## src/rtl/display_pkg.sv

```systemverilog
// Shared 7-segment definitions: glyph patterns (abcdefg, a = MSB) and bus bit positions.
package display_pkg;

    localparam logic [6:0] GLYPH_0 = 7'b1111110;
    localparam logic [6:0] GLYPH_1 = 7'b0110000;
    localparam logic [6:0] GLYPH_2 = 7'b1101101;
    localparam logic [6:0] GLYPH_3 = 7'b1111001;
    localparam logic [6:0] GLYPH_4 = 7'b0110011;
    localparam logic [6:0] GLYPH_5 = 7'b1011011;
    localparam logic [6:0] GLYPH_6 = 7'b1011111;
    localparam logic [6:0] GLYPH_7 = 7'b1110000;
    localparam logic [6:0] GLYPH_8 = 7'b1111111;
    localparam logic [6:0] GLYPH_9 = 7'b1111011;
    localparam logic [6:0] GLYPH_A = 7'b1110111;
    localparam logic [6:0] GLYPH_B = 7'b0011111;
    localparam logic [6:0] GLYPH_C = 7'b1001110;
    localparam logic [6:0] GLYPH_D = 7'b0111101;
    localparam logic [6:0] GLYPH_E = 7'b1001111;
    localparam logic [6:0] GLYPH_F = 7'b1000111;

    // Bit positions inside the 8-bit segments bus {a,b,c,d,e,f,g,dp}
    localparam int SEG_A  = 7;
    localparam int SEG_B  = 6;
    localparam int SEG_C  = 5;
    localparam int SEG_D  = 4;
    localparam int SEG_E  = 3;
    localparam int SEG_F  = 2;
    localparam int SEG_G  = 1;
    localparam int SEG_DP = 0;

endpackage

```

## src/rtl/segs72hex.sv

```systemverilog
// Combinational inverse of the display driver's encoder: 7-segment glyph to hex nibble.
module segs72hex
    import display_pkg::*;
(
    input  logic [6:0] segs,
    output logic [3:0] hex,
    output logic       is_a2f,
    output logic       invalid
);

    always_comb begin
        hex     = 4'h0;
        invalid = 1'b0;
        case (segs)
            GLYPH_0: hex = 4'h0;
            GLYPH_1: hex = 4'h1;
            GLYPH_2: hex = 4'h2;
            GLYPH_3: hex = 4'h3;
            GLYPH_4: hex = 4'h4;
            GLYPH_5: hex = 4'h5;
            GLYPH_6: hex = 4'h6;
            GLYPH_7: hex = 4'h7;
            GLYPH_8: hex = 4'h8;
            GLYPH_9: hex = 4'h9;
            GLYPH_A: hex = 4'hA;
            GLYPH_B: hex = 4'hB;
            GLYPH_C: hex = 4'hC;
            GLYPH_D: hex = 4'hD;
            GLYPH_E: hex = 4'hE;
            GLYPH_F: hex = 4'hF;
            default: invalid = 1'b1;
        endcase
        is_a2f = !invalid && (hex >= 4'hA);
    end

endmodule

```

## src/rtl/display_capture.sv

```systemverilog
// Samples a multiplexed 4-digit 7-segment bus, debounces each strobe and rebuilds
// the displayed hex value, decimal points and per-digit status.
module display_capture
    import display_pkg::*;
#(
    parameter int STABLE_CYCLES = 4,
    parameter int STALE_W       = 16
) (
    input  logic        clk,
    input  logic        rst_n,
    input  logic        en,
    input  logic [7:0]  segments,
    input  logic [3:0]  digits,
    output logic [15:0] hexx,
    output logic [3:0]  points,
    output logic [3:0]  is_a2f,
    output logic [3:0]  invalid,
    output logic [3:0]  digit_valid,
    output logic        frame_done,
    output logic        stale
);

    localparam logic [3:0]         STABLE_LAST = 4'(STABLE_CYCLES - 1);
    localparam logic [STALE_W-1:0] STALE_MAX   = '1;

    logic [11:0]        sample_q;
    logic [3:0]         stable_cnt;
    logic [3:0]         stable_next;
    logic               commit_q;
    logic               commit_arm;
    logic               commit;
    logic [3:0]         seen;
    logic [3:0]         seen_next;
    logic [STALE_W-1:0] stale_cnt;
    logic [3:0]         dec_hex;
    logic               dec_a2f;
    logic               dec_invalid;

    // stable_next counts repeat edges of the pattern (0 on its first edge), so a commit
    // is armed exactly once, on the edge where the pattern has been seen STABLE_CYCLES times.
    always_comb begin
        stable_next = 4'd0;
        if (en && $onehot(digits) && ({digits, segments} == sample_q)) begin
            stable_next = (stable_cnt == 4'hF) ? 4'hF : stable_cnt + 4'd1;
        end
        commit_arm = en && $onehot(digits) && (stable_next == STABLE_LAST);
        commit     = commit_q && en;
        seen_next  = seen | sample_q[11:8];
    end

    always_ff @(posedge clk or negedge rst_n) begin
        if (!rst_n) begin
            sample_q   <= '0;
            stable_cnt <= '0;
            commit_q   <= 1'b0;
        end else begin
            sample_q   <= {digits, segments};
            stable_cnt <= stable_next;
            commit_q   <= commit_arm;
        end
    end

    segs72hex u_decode (
        .segs    (sample_q[7:1]),
        .hex     (dec_hex),
        .is_a2f  (dec_a2f),
        .invalid (dec_invalid)
    );

    // The commit acts on the pattern still held in sample_q; a commit outranks the stale event.
    always_ff @(posedge clk or negedge rst_n) begin
        if (!rst_n) begin
            hexx        <= '0;
            points      <= '0;
            is_a2f      <= '0;
            invalid     <= '0;
            digit_valid <= '0;
            frame_done  <= 1'b0;
            stale       <= 1'b0;
            seen        <= '0;
            stale_cnt   <= '0;
        end else begin
            frame_done <= 1'b0;
            if (commit) begin
                for (int i = 0; i < 4; i++) begin
                    if (sample_q[8+i]) begin
                        hexx[4*i +: 4] <= dec_hex;
                        points[i]      <= sample_q[SEG_DP];
                        is_a2f[i]      <= dec_a2f;
                        invalid[i]     <= dec_invalid;
                        digit_valid[i] <= 1'b1;
                    end
                end
                stale     <= 1'b0;
                stale_cnt <= '0;
                if (seen_next == 4'hF) begin
                    frame_done <= 1'b1;
                    seen       <= '0;
                end else begin
                    seen <= seen_next;
                end
            end else if (!en) begin
                stale_cnt <= '0;
            end else if (stale_cnt != STALE_MAX) begin
                stale_cnt <= stale_cnt + 1'b1;
                if (stale_cnt == STALE_MAX - 1'b1) begin
                    stale       <= 1'b1;
                    digit_valid <= '0;
                    seen        <= '0;
                end
            end
        end
    end

endmodule

```

## config.mk

```make
export PLATFORM = sky130hd
export DESIGN_NAME = display_capture
export DESIGN_NICKNAME = d
export VERILOG_FILES = /design/src/rtl/display_pkg.sv /design/src/rtl/segs72hex.sv /design/src/rtl/display_capture.sv
export SDC_FILE = /design/constraint.sdc
export NUM_CORES = 1
export LEC_CHECK = 0
export ABC_CLOCK_PERIOD_IN_PS = 3200
export BUFFER_PORTS_ARGS = -buffer_cell sky130_fd_sc_hd__buf_2
export CAP_MARGIN = 30
export CORE_ASPECT_RATIO = 1.1
export CORE_UTILIZATION = 62
export DETAILED_ROUTE_END_ITERATION = 8
export PLACE_DENSITY = 0.95
export SLEW_MARGIN = 10
export SYNTH_ARGS = -nofsm -noshare
export SYNTH_HDL_FRONTEND = slang
export SYNTH_SLANG_ARGS = --single-unit
export TNS_END_PERCENT = 5
```

## constraint.sdc

```tcl
create_clock -name clk -period 3.2 [get_ports clk]
set_clock_uncertainty 0.05 [all_clocks]
set_input_delay 0.32 -clock clk [delete_from_list [all_inputs] [get_ports clk]]
set_output_delay 0.32 -clock clk [all_outputs]
set_load 0.05 [all_outputs]
```

==> flow_metrics.tcl, run 1 <==
set metrics [dict create \
    clockPowerShare 0.371 \
    status "finished, final reports clean" \
    rsz0062_at_grt "false" \
    synthTopCellsByArea "dfrtp_1 50%, nand2_1 3.7%, a21oi_1 3.5%" \
    die_area_um2 6082 \
    die_x_um 74.45 \
    clk-insertion-delay-late_ns 0.34 \
    drt-met1-wl_um 3377 \
    ant_nets 0 \
    synthArstFlopShare 1.000 \
    synth_top_area_cell "dfrtp_1" \
    numCtsBuffers 9 \
    antenna_found_initial 0 \
    drc 0 \
    clkSlewWorstSetupHoldPaths_ns 0.08 \
    drtIter0Drc 326 \
    vias 3050 \
    final_cell_count_no_fill 481 \
    viasPerCell 6.341 \
    ctsHoldBuffers 0 \
    hold_viol_final 0 \
    place_hpwl_um 5432 \
    maxCapViolCount 0 \
    r2r_cells 4 \
    fmax_ghz 0.4336 \
    cts_buffer_depth 2 \
    syn_avg_cell_area_um2 9.916 \
    cp.required_ns 3.37 \
    regArea_um2 1777 \
    hold_depth 1 \
    synth_cell_types 55 \
    nets 423 \
    routabilityCongestion 0.8282 \
    setup_viol 0 \
    fin_ws_ns 0.8935 \
    hp-class "in -> reg" \
    grt_pass1_wl_um 13190 \
    ctsResizeCount 0 \
    placed_cells 464 \
    grt_overflow_total 0 \
    ir_worst_vdd_v 0.0003361 \
    synth-edff-count 0 \
    synthCells 361 \
    portBuffers 48 \
    clock-sinks 71 \
    multi_input_area_um2 1647 \
    die_h_um 81.70 \
    ioPinCount 49 \
    grt_max_degree 72 \
    grt_pass1_vias 2837 \
    top_layer "met4" \
    fin_tns_setup_ns 0 \
    drt-pass1-iter-count 5 \
    seq_area_frac_synth 0.4963 \
    maxSlewHeadroom 0.4147 \
    track_usage 0.2888 \
    switchingPower_w 0.0004138 \
    worstSetupEndpointType "register" \
    htree_num_levels 3 \
    post_cts_buffers 0 \
    cp_max_fo 5 \
    crit_slowest_cell "fa_1" \
    switching_share 0.2498 \
    synthFlopType "dfrtp_1" \
    synthesis.nets 382 \
    wl_met2_um 3876 \
    rows 28 \
    place_worst_setup_slack_ns 0.5062 \
    ys_seq_elements 71 \
    p_leak_nw 1.832 \
    yosysWarnings 0 \
    cts_root_buffer "clkbuf_8" \
    drive_above_1_share 0.1897 \
    seqPwrFrac 0.565 \
    tightest_slew_ns 0.8747 \
    fillers 417 \
    final_max_slew_viol_count 0 \
    slowest_delay_ns 0.54 \
    p_comb_frac 0.064 \
    path_class "in -> reg" \
    yosysTopAreaCellShare 0.4963 \
    routedWlPerCell_um 16.38 \
    cp.arrival_ns 2.48 \
    hp-start "segments[6]" \
    power_density_nw_per_um2 411.5 \
    cts_tree "yes" \
    min_period_ns 2.307 \
    diodes 0 \
    cp-start-kind "primary input" \
    fin_crit_sh 0.7208 \
    synthToLayoutAreaGrowth_pct 12.48 \
    wl_um 7881 \
    crit_chain "buf_2, inv_1, fa_1, inv_1, ha_1, ha_1, nor3_1, nand4_1, a2111oi_0" \
    core_region_area_um2 5465 \
    wl_met3_um 432 \
    initial_core_util 0.6550 \
    internal_power_w 0.001243 \
    whs_ns 0.05156 \
    syn_area_um2 3580 \
    startpoint "digits[0]" \
    r2r_start "sample_q[2]$_DFF_PN0_" \
]
-- cells in the final DEF, fill, tap and decap left out, types with 6 or more instances in the layout --
| cell type | instances |
|---|---|
| inv_1 | 14 |
| buf_2 | 48 |
| dfrtp_1 | 71 |
| nor2_1 | 14 |
| nand3_1 | 13 |
| clkbuf_8 | 10 |
| o41ai_1 | 8 |
| nand2b_1 | 8 |
| nand2_1 | 35 |
| xor2_1 | 9 |
| nor4_1 | 9 |
| nand4_1 | 7 |
| a21oi_1 | 25 |
| a31oi_1 | 6 |
| nor3_1 | 16 |
| o21ai_1 | 18 |
| o21ai_0 | 13 |
-- sequential cells by signal (all words and copies together) (netlist names) --
signal       cells
frame_done       1
sample_q        12
is_a2f           4
stale            1
digit_valid      4
commit_q         1
points           4
stable_cnt       4
stale_cnt       16
hexx            16
invalid          4
seen             4
-- power groups by stage --
stage / logic (W) / clock network, W / registers, W
CTS: 0.000103 / 0.000624 / 0.000934
floorplan: 0.0000708 / 0 / 0.000935
detailed placement: 0.000101 / 0 / 0.000952
finish: 0.000107 / 0.000615 / 0.000935
global route: 0.000120 / 0.000668 / 0.000938
global placement: 0.0000962 / 0 / 0.000950
-- cell families (layout without fill, tap and decap cells) --
group           after synthesis  in the layout  synth area share
compound gates               95             95            0.1709
xor+xnor                     14             14           0.03425
fa+ha+maj                     6              6           0.02307
buf+inv                      36             81           0.04369
flops                        71             71            0.4963
mux                           6              6           0.01817
simple gates                133            133            0.2136
-- cell type report --
type | count | area share
Sequential cell | 71 | 0.4413
Clock buffer | 11 | 0.03512
Tap cell | 75 | 0.02331
Multi-Input combinational cell | 254 | 0.4090
Inverter | 14 | 0.01305
Clock inverter | 4 | 0.005594
Timing Repair Buffer | 52 | 0.07272
-- routing by layer --
layer  track usage  vias up
li1              -     1421
met1        0.3784     1487
met2        0.4694      119
met3       0.06135       23
met4        0.1113        0
met5             0        -
-- critical path, delay by kind of cell --
family / cells / cell delay [ns]
AOI/OAI and AO/OA: 1 / 0.40
adders and majority gates: 3 / 0.99
buffers and inverters: 3 / 0.20
and+or+nand+nor: 2 / 0.56
-- through the flow --
stage                     utilization  total power (W)  area [µm²]
after floorplan                     -         0.001006        3580
after global placement         0.6999         0.001046        3825
after detailed placement       0.6999         0.001053        3825
after CTS                      0.7299         0.001661        3989
after global routing           0.7367         0.001725        4026
final                          0.7367         0.001657        4026
-- path summary, 6_finish.rpt --
path	endpoint	slack, ns
setup / recovery	stable_cnt[3]$_DFF_PN0_	0.89
hold / removal	sample_q[6]$_DFF_PN0_	0.05
setup reg to reg	invalid[3]$_DFFE_PN0P_	1.07
hold reg to reg	hexx[8]$_DFFE_PN0P_	0.43
max in group asynchronous	stale_cnt[5]$_DFFE_PN0P_	2.17
min in group asynchronous	hexx[12]$_DFFE_PN0P_	0.39
-- synth_stat cells (all sizes together), types with 3 or more instances --
| cell | instances |
|---|---|
| nand2 | 35 |
| clkbuf | 11 |
| nor2 | 14 |
| nand3 | 13 |
| a32o | 4 |
| buf | 11 |
| nand4 | 9 |
| o41ai | 8 |
| dfrtp | 71 |
| mux2 | 4 |
| a21oi | 25 |
| o21ai | 31 |
| a2111o | 3 |
| and4 | 3 |
| xor2 | 9 |
| xnor2 | 5 |
| a31oi | 6 |
| nand2b | 8 |
| o31ai | 4 |
| or4 | 5 |
| inv | 14 |
| nand3b | 3 |
| nor4 | 13 |
| nor3 | 16 |
| ha | 5 |
No activity file was read; power rests on OpenSTA's default activity.
==> run 2, diff against run 1 <==
ABC_CLOCK_PERIOD_IN_PS = 2250   (was 3200)
CORE_UTILIZATION = 57   (was 62)
PLACE_DENSITY = 0.89   (was 0.95)
clock period = 2.25 ns   (was 3.2 ns; I/O delays follow)
==> run 2 against run 1 <==
  * Register-to-register slack worse by 0.96 ns
  * Worst hold slack worse by 0.021 ns
  * Sequential share of layout area is 3.1 points lower
  * Sequential power rose by 41%
  * Utilization decreased by 0.45 points
  * Clock-buffer cell count down 2
  * Total power grew 67%
  * Critical path depth decreased by 5
==> flow_metrics.tcl, run 2 (synthesis results as in run 1) <==
set metrics [dict create \
    status "finished, final reports clean" \
    multi_input_area_um2 1653 \
    slowest_delay_ns 0.68 \
    cp.arrival_ns 2.33 \
    fin_crit_sh 0.9523 \
    nets 450 \
    worstSetupEndpointType "register" \
    routedWlPerCell_um 17.76 \
    cts_buffer_depth 2 \
    grt_pass1_vias 3153 \
    cp.required_ns 2.44 \
    ioPinCount 49 \
    routabilityCongestion 0.8987 \
    hold_viol_final 0 \
    clock-sinks 71 \
    core_region_area_um2 5914 \
    ir_worst_vdd_v 0.0004267 \
    clk-insertion-delay-late_ns 0.36 \
    cts_root_buffer "clkbuf_8" \
    grt_max_degree 72 \
    wl_um 9074 \
    vias 3247 \
    post-route-util 0.7322 \
    whs_ns 0.03028 \
    layout_common_cells "71 x dfrtp_1, 49 x buf_2, 35 x nand2_1" \
    setup_viol 0 \
    crit_chain "nand2_1, nor4_4, nor3_1, a32o_1" \
    cts_tree "yes" \
    die_x_um 77.56 \
    reg_top3 "hexx x16, stale_cnt x16, sample_q x12" \
    power_density_nw_per_um2 640.2 \
    drive_above_1_share 0.2258 \
    ant_nets 0 \
    track_usage 0.2989 \
    mostFrequentLayoutCell "dfrtp_1" \
    drtIter0Drc 366 \
    fmax_ghz 0.4667 \
    p_leak_nw 1.988 \
    diodes 0 \
    initial_core_util 0.6052 \
    die_area_um2 6602 \
    fin_tns_setup_ns 0 \
    hp-class "in -> reg" \
    drt-pass1-iter-count 5 \
    fillers 393 \
    tightest_slew_ns 0.6062 \
    synthToLayoutAreaGrowth_pct 20.97 \
    path_class "reg -> reg" \
    viasPerCell 6.354 \
    die_h_um 85.12 \
    min_period_ns 2.143 \
    antenna_found_initial 0 \
    numCtsBuffers 9 \
    final_max_slew_viol_count 0 \
    regArea_um2 1777 \
    maxCapViolCount 0 \
    critPathBufInv 0 \
    crit_slowest_cell "dfrtp_1" \
    crit_family "simple AND/OR/NAND/NOR gates" \
    cp-start-kind "register" \
    portBuffers 48 \
    drc 0 \
    grt_overflow_total 0 \
    grt_pass1_wl_um 15240 \
    cp_max_fo 17 \
    clkSlewWorstSetupHoldPaths_ns 0.08 \
    rsz0062_at_grt "false" \
    htree_num_levels 3 \
    maxSlewHeadroom 0.5925 \
    place_hpwl_um 5612 \
    rows 29 \
]
[run 2: path summary, 6_finish.rpt]
check / startpoint / endpoint / slack, ns / cells after the start
worst min-delay path: digits[3] / sample_q[11]$_DFF_PN0_ / 0.03 / 2
worst max register to register: sample_q[4]$_DFF_PN0_ / invalid[1]$_DFFE_PN0P_ / 0.11 / 4
min in group asynchronous: rst_n / hexx[12]$_DFFE_PN0P_ / 0.37 / 3
max in group asynchronous: rst_n / sample_q[5]$_DFF_PN0_ / 1.48 / 3
worst min register to register: hexx[4]$_DFFE_PN0P_ / hexx[4]$_DFFE_PN0P_ / 0.43 / 2
worst max-delay path: sample_q[4]$_DFF_PN0_ / invalid[1]$_DFFE_PN0P_ / 0.11 / 4
[run 2: report_power, final]
| group | internal, W | switching [W] |
|---|---|---|
| clock network | 0.000739 | 0.000512 |
| registers | 0.00129 | 0.0000343 |
| logic | 0.0000818 | 0.000114 |
[run 2: metal layers]
layer / vias up / GRT usage / routed length, µm
met4: 0 / 0.1595 / 348
met1: 1589 / 0.3815 / 3855
met2: 145 / 0.4883 / 4350
li1: 1475 / - / -
met5: - / 0 / 0
met3: 38 / 0.05054 / 519
[run 2: area by class of cell]
| type | instances | area share |
|---|---|---|
| Tap cell | 77 | 0.02225 |
| Timing Repair Buffer | 79 | 0.1173 |
| Clock buffer | 9 | 0.02860 |
| Clock inverter | 7 | 0.02774 |
| Sequential cell | 71 | 0.4103 |
| Inverter | 14 | 0.01214 |
| Multi-Input combinational cell | 254 | 0.3817 |
[run 2: timing repair]
action | 4_1_cts | 5_1_grt
hold buffers | 10 | 0
endpoints found under the hold margin | 80 | 0
endpoints found under the setup margin | 0 | 2
buffers inserted | 0 | 0
gates resized for setup | 0 | 2
[run 2: per-stage QoR]
| step | setup WS (ns) | instance area, µm² | cells | power (W) |
|---|---|---|---|---|
| after global placement | -0.06767 | 3975 | 484 | 0.001508 |
| after detailed placement | -0.3091 | 3975 | 484 | 0.001516 |
| final | 0.1074 | 4330 | 511 | 0.002772 |
| after floorplan | 0.09064 | 3580 | 361 | 0.001431 |
| after CTS | 0.02433 | 4319 | 510 | 0.002768 |
| after global routing | 0.01864 | 4330 | 511 | 0.002844 |
==> run 3, diff against run 2 <==
--- a/config.mk
+++ b/config.mk
@@ -10,3 +10,3 @@
 export CAP_MARGIN = 30
-export CORE_ASPECT_RATIO = 1.1
+export CORE_ASPECT_RATIO = 0.5
 export CORE_UTILIZATION = 57
==> constraint.sdc (replaced) <==
create_clock -name clk -period 2.25 [get_ports clk]
set_clock_uncertainty 0.05 [all_clocks]
set_input_delay 0.1125 -clock clk [delete_from_list [all_inputs] [get_ports clk]]
set_output_delay 0.1125 -clock clk [all_outputs]
set_load 0.05 [all_outputs]
==> run 3 against run 2 <==
  * Cell count up 0.98%
  * Clock power up 33%
  * Critical path depth up 2
  * First-iteration DRC count up 12%
  * Clock-buffer cell count unchanged
  * Routed wire length up 21%
  * Sequential power about the same
  * Critical path type unchanged
==> flow_metrics.tcl, run 3 (synthesis results as in run 1) <==
set metrics [dict create \
    post-route-util 0.7699 \
    viasPerCell 6.748 \
    seqPwrFrac 0.419 \
    ant_nets 0 \
    drive_above_1_share 0.2153 \
    p_comb_frac 0.059 \
    r2r_start "sample_q[2]$_DFF_PN0_" \
    reg_top3 "hexx x16, stale_cnt x16, sample_q x12" \
    post_cts_buffers 0 \
    layout_common_cells "70 x dfrtp_1, 48 x buf_2, 35 x nand2_1" \
    r2r_slack_ns 0.12 \
    tightest_slew_ns 0.7928 \
    htree_num_levels 3 \
    rsz0062_at_grt "false" \
    synthToLayoutAreaGrowth_pct 23.73 \
    die_h_um 58.04 \
    initial_core_util 0.6222 \
    reg2reg_to "is_a2f[1]$_DFFE_PN0P_" \
    track_usage 0.3734 \
    drt-met1-wl_um 4138 \
    cp.required_ns 2.37 \
    numCtsBuffers 9 \
    fmax_ghz 0.4704 \
    hold_depth 3 \
    fin_tns_setup_ns 0 \
    antenna_found_initial 0 \
    drc 0 \
    routedWlPerCell_um 21.26 \
    hold_viol_final 0 \
    grt_overflow_total 0 \
    fin_crit_sh 0.9447 \
    ioPinCount 49 \
    switching_share 0.2286 \
    wl_um 10970 \
    cts_buffer_depth 2 \
    hp-start "en" \
    internal_power_w 0.002452 \
    die_area_um2 6620 \
    min_period_ns 2.126 \
    hp-class "in -> reg" \
    place_hpwl_um 6130 \
    routabilityCongestion 0.7931 \
    drtIter0Drc 411 \
    grt_pass1_vias 3464 \
    top_layer "met4" \
    maxSlewHeadroom 0.4675 \
    vias 3482 \
    maxCapViolCount 0 \
    grt_max_degree 25 \
    cp_max_fo 12 \
    whs_endpoint "hexx[14]$_DFFE_PN0P_" \
    die_x_um 114.1 \
    fillers 322 \
    p_leak_nw 2.015 \
    status "finished, final reports clean" \
    final_cell_count_no_fill 516 \
    clock-sinks 71 \
    power_density_nw_per_um2 717.5 \
    diodes 0 \
    core_region_area_um2 5753 \
    path_class "reg -> reg" \
    cp-start-kind "register" \
    final_max_slew_viol_count 0 \
    mostFrequentLayoutCell "dfrtp_1" \
    clk-insertion-delay-late_ns 0.34 \
    placed_cells 487 \
    wl_met3_um 966 \
    ir_worst_vdd_v 0.0004595 \
    clkSlewWorstSetupHoldPaths_ns 0.06 \
    cp.arrival_ns 2.24 \
    portBuffers 48 \
    worstSetupEndpointType "register" \
    nets 448 \
    switchingPower_w 0.0007264 \
    cts_tree "yes" \
    cts_root_buffer "clkbuf_16" \
    clockPowerShare 0.523 \
    drt-pass1-iter-count 5 \
    grt_pass1_wl_um 18110 \
    rows 19 \
    r2r_cells 6 \
    wl_met2_um 5104 \
    whs_ns 0.2116 \
    setup_viol 0 \
]
[run 3: cell types whose count changed in the layout (fill, tap and decap cells not counted), moves of 2 or more]
| cell | delta |
|---|---|
| buf_4 | -3 |
| clkbuf_16 | +9 |
| clkbuf_8 | -9 |
| clkinvlp_4 | +2 |
| dlygate4sd3_1 | +3 |
[run 3: power groups by stage]
stage	clock [W]	sequential (W)	combinational [W]
2_1_floorplan	0	0.00133	0.000101
3_3_place_gp	0	0.00135	0.000149
3_5_place_dp	0	0.00135	0.000158
4_1_cts	0.00165	0.00133	0.000180
5_1_grt	0.00171	0.00133	0.000205
6_report	0.00166	0.00133	0.000187
[run 3: cell type report]
type	instances	area, µm²	area share
well taps	84	105.1	0.02373
repair buffers	77	490.5	0.1107
inverters	14	52.55	0.01186
clock inverters	7	121.4	0.02740
clock buffers	9	225.2	0.05085
flip-flops and latches	71	1778	0.4014
multi-input cells	254	1657	0.3740
[run 3: per-stage QoR]
step	area (µm²)	worst slack, ns	power (W)
final	4429	0.1244	0.003178
after floorplan	3580	0.2031	0.001431
after detailed placement	3941	-0.1183	0.001507
after global placement	3941	0.03445	0.001496
after CTS	4427	0.1742	0.003159
after global routing	4429	0.02190	0.003248
[run 3: layer usage]
metal  vias up  track usage
li1       1478            -
met1      1647       0.4548
met2       263       0.5844
met3        94       0.1234
met4         0       0.2412
met5         -            0
[run 3: what timing repair did]
action                     CTS  global route
gates resized for setup      1             2
pin swaps                    0             1
hold buffers                13             0
setup endpoints to repair    9             2
hold endpoints to repair    33             0
[run 3: worst max path at each step]
stage	start	slack [ns]	endpoint
floorplan	digits[0]	0.20	stable_cnt[3]$_DFF_PN0_
global placement	digits[0]	0.03	stable_cnt[3]$_DFF_PN0_
detailed placement	digits[1]	-0.12	stable_cnt[3]$_DFF_PN0_
CTS	digits[2]	0.17	stable_cnt[3]$_DFF_PN0_
global route	digits[2]	0.02	stable_cnt[2]$_DFF_PN0_
finish	sample_q[2]$_DFF_PN0_	0.12	is_a2f[1]$_DFFE_PN0P_
[run 3: worst max-delay path, cell delays in order (launching register included)]
cell     delay, ns
dfrtp_1       0.53
buf_4         0.23
and3_1        0.18
nor3b_2       0.16
buf_4         0.19
nor4_1        0.43
a21oi_1       0.17
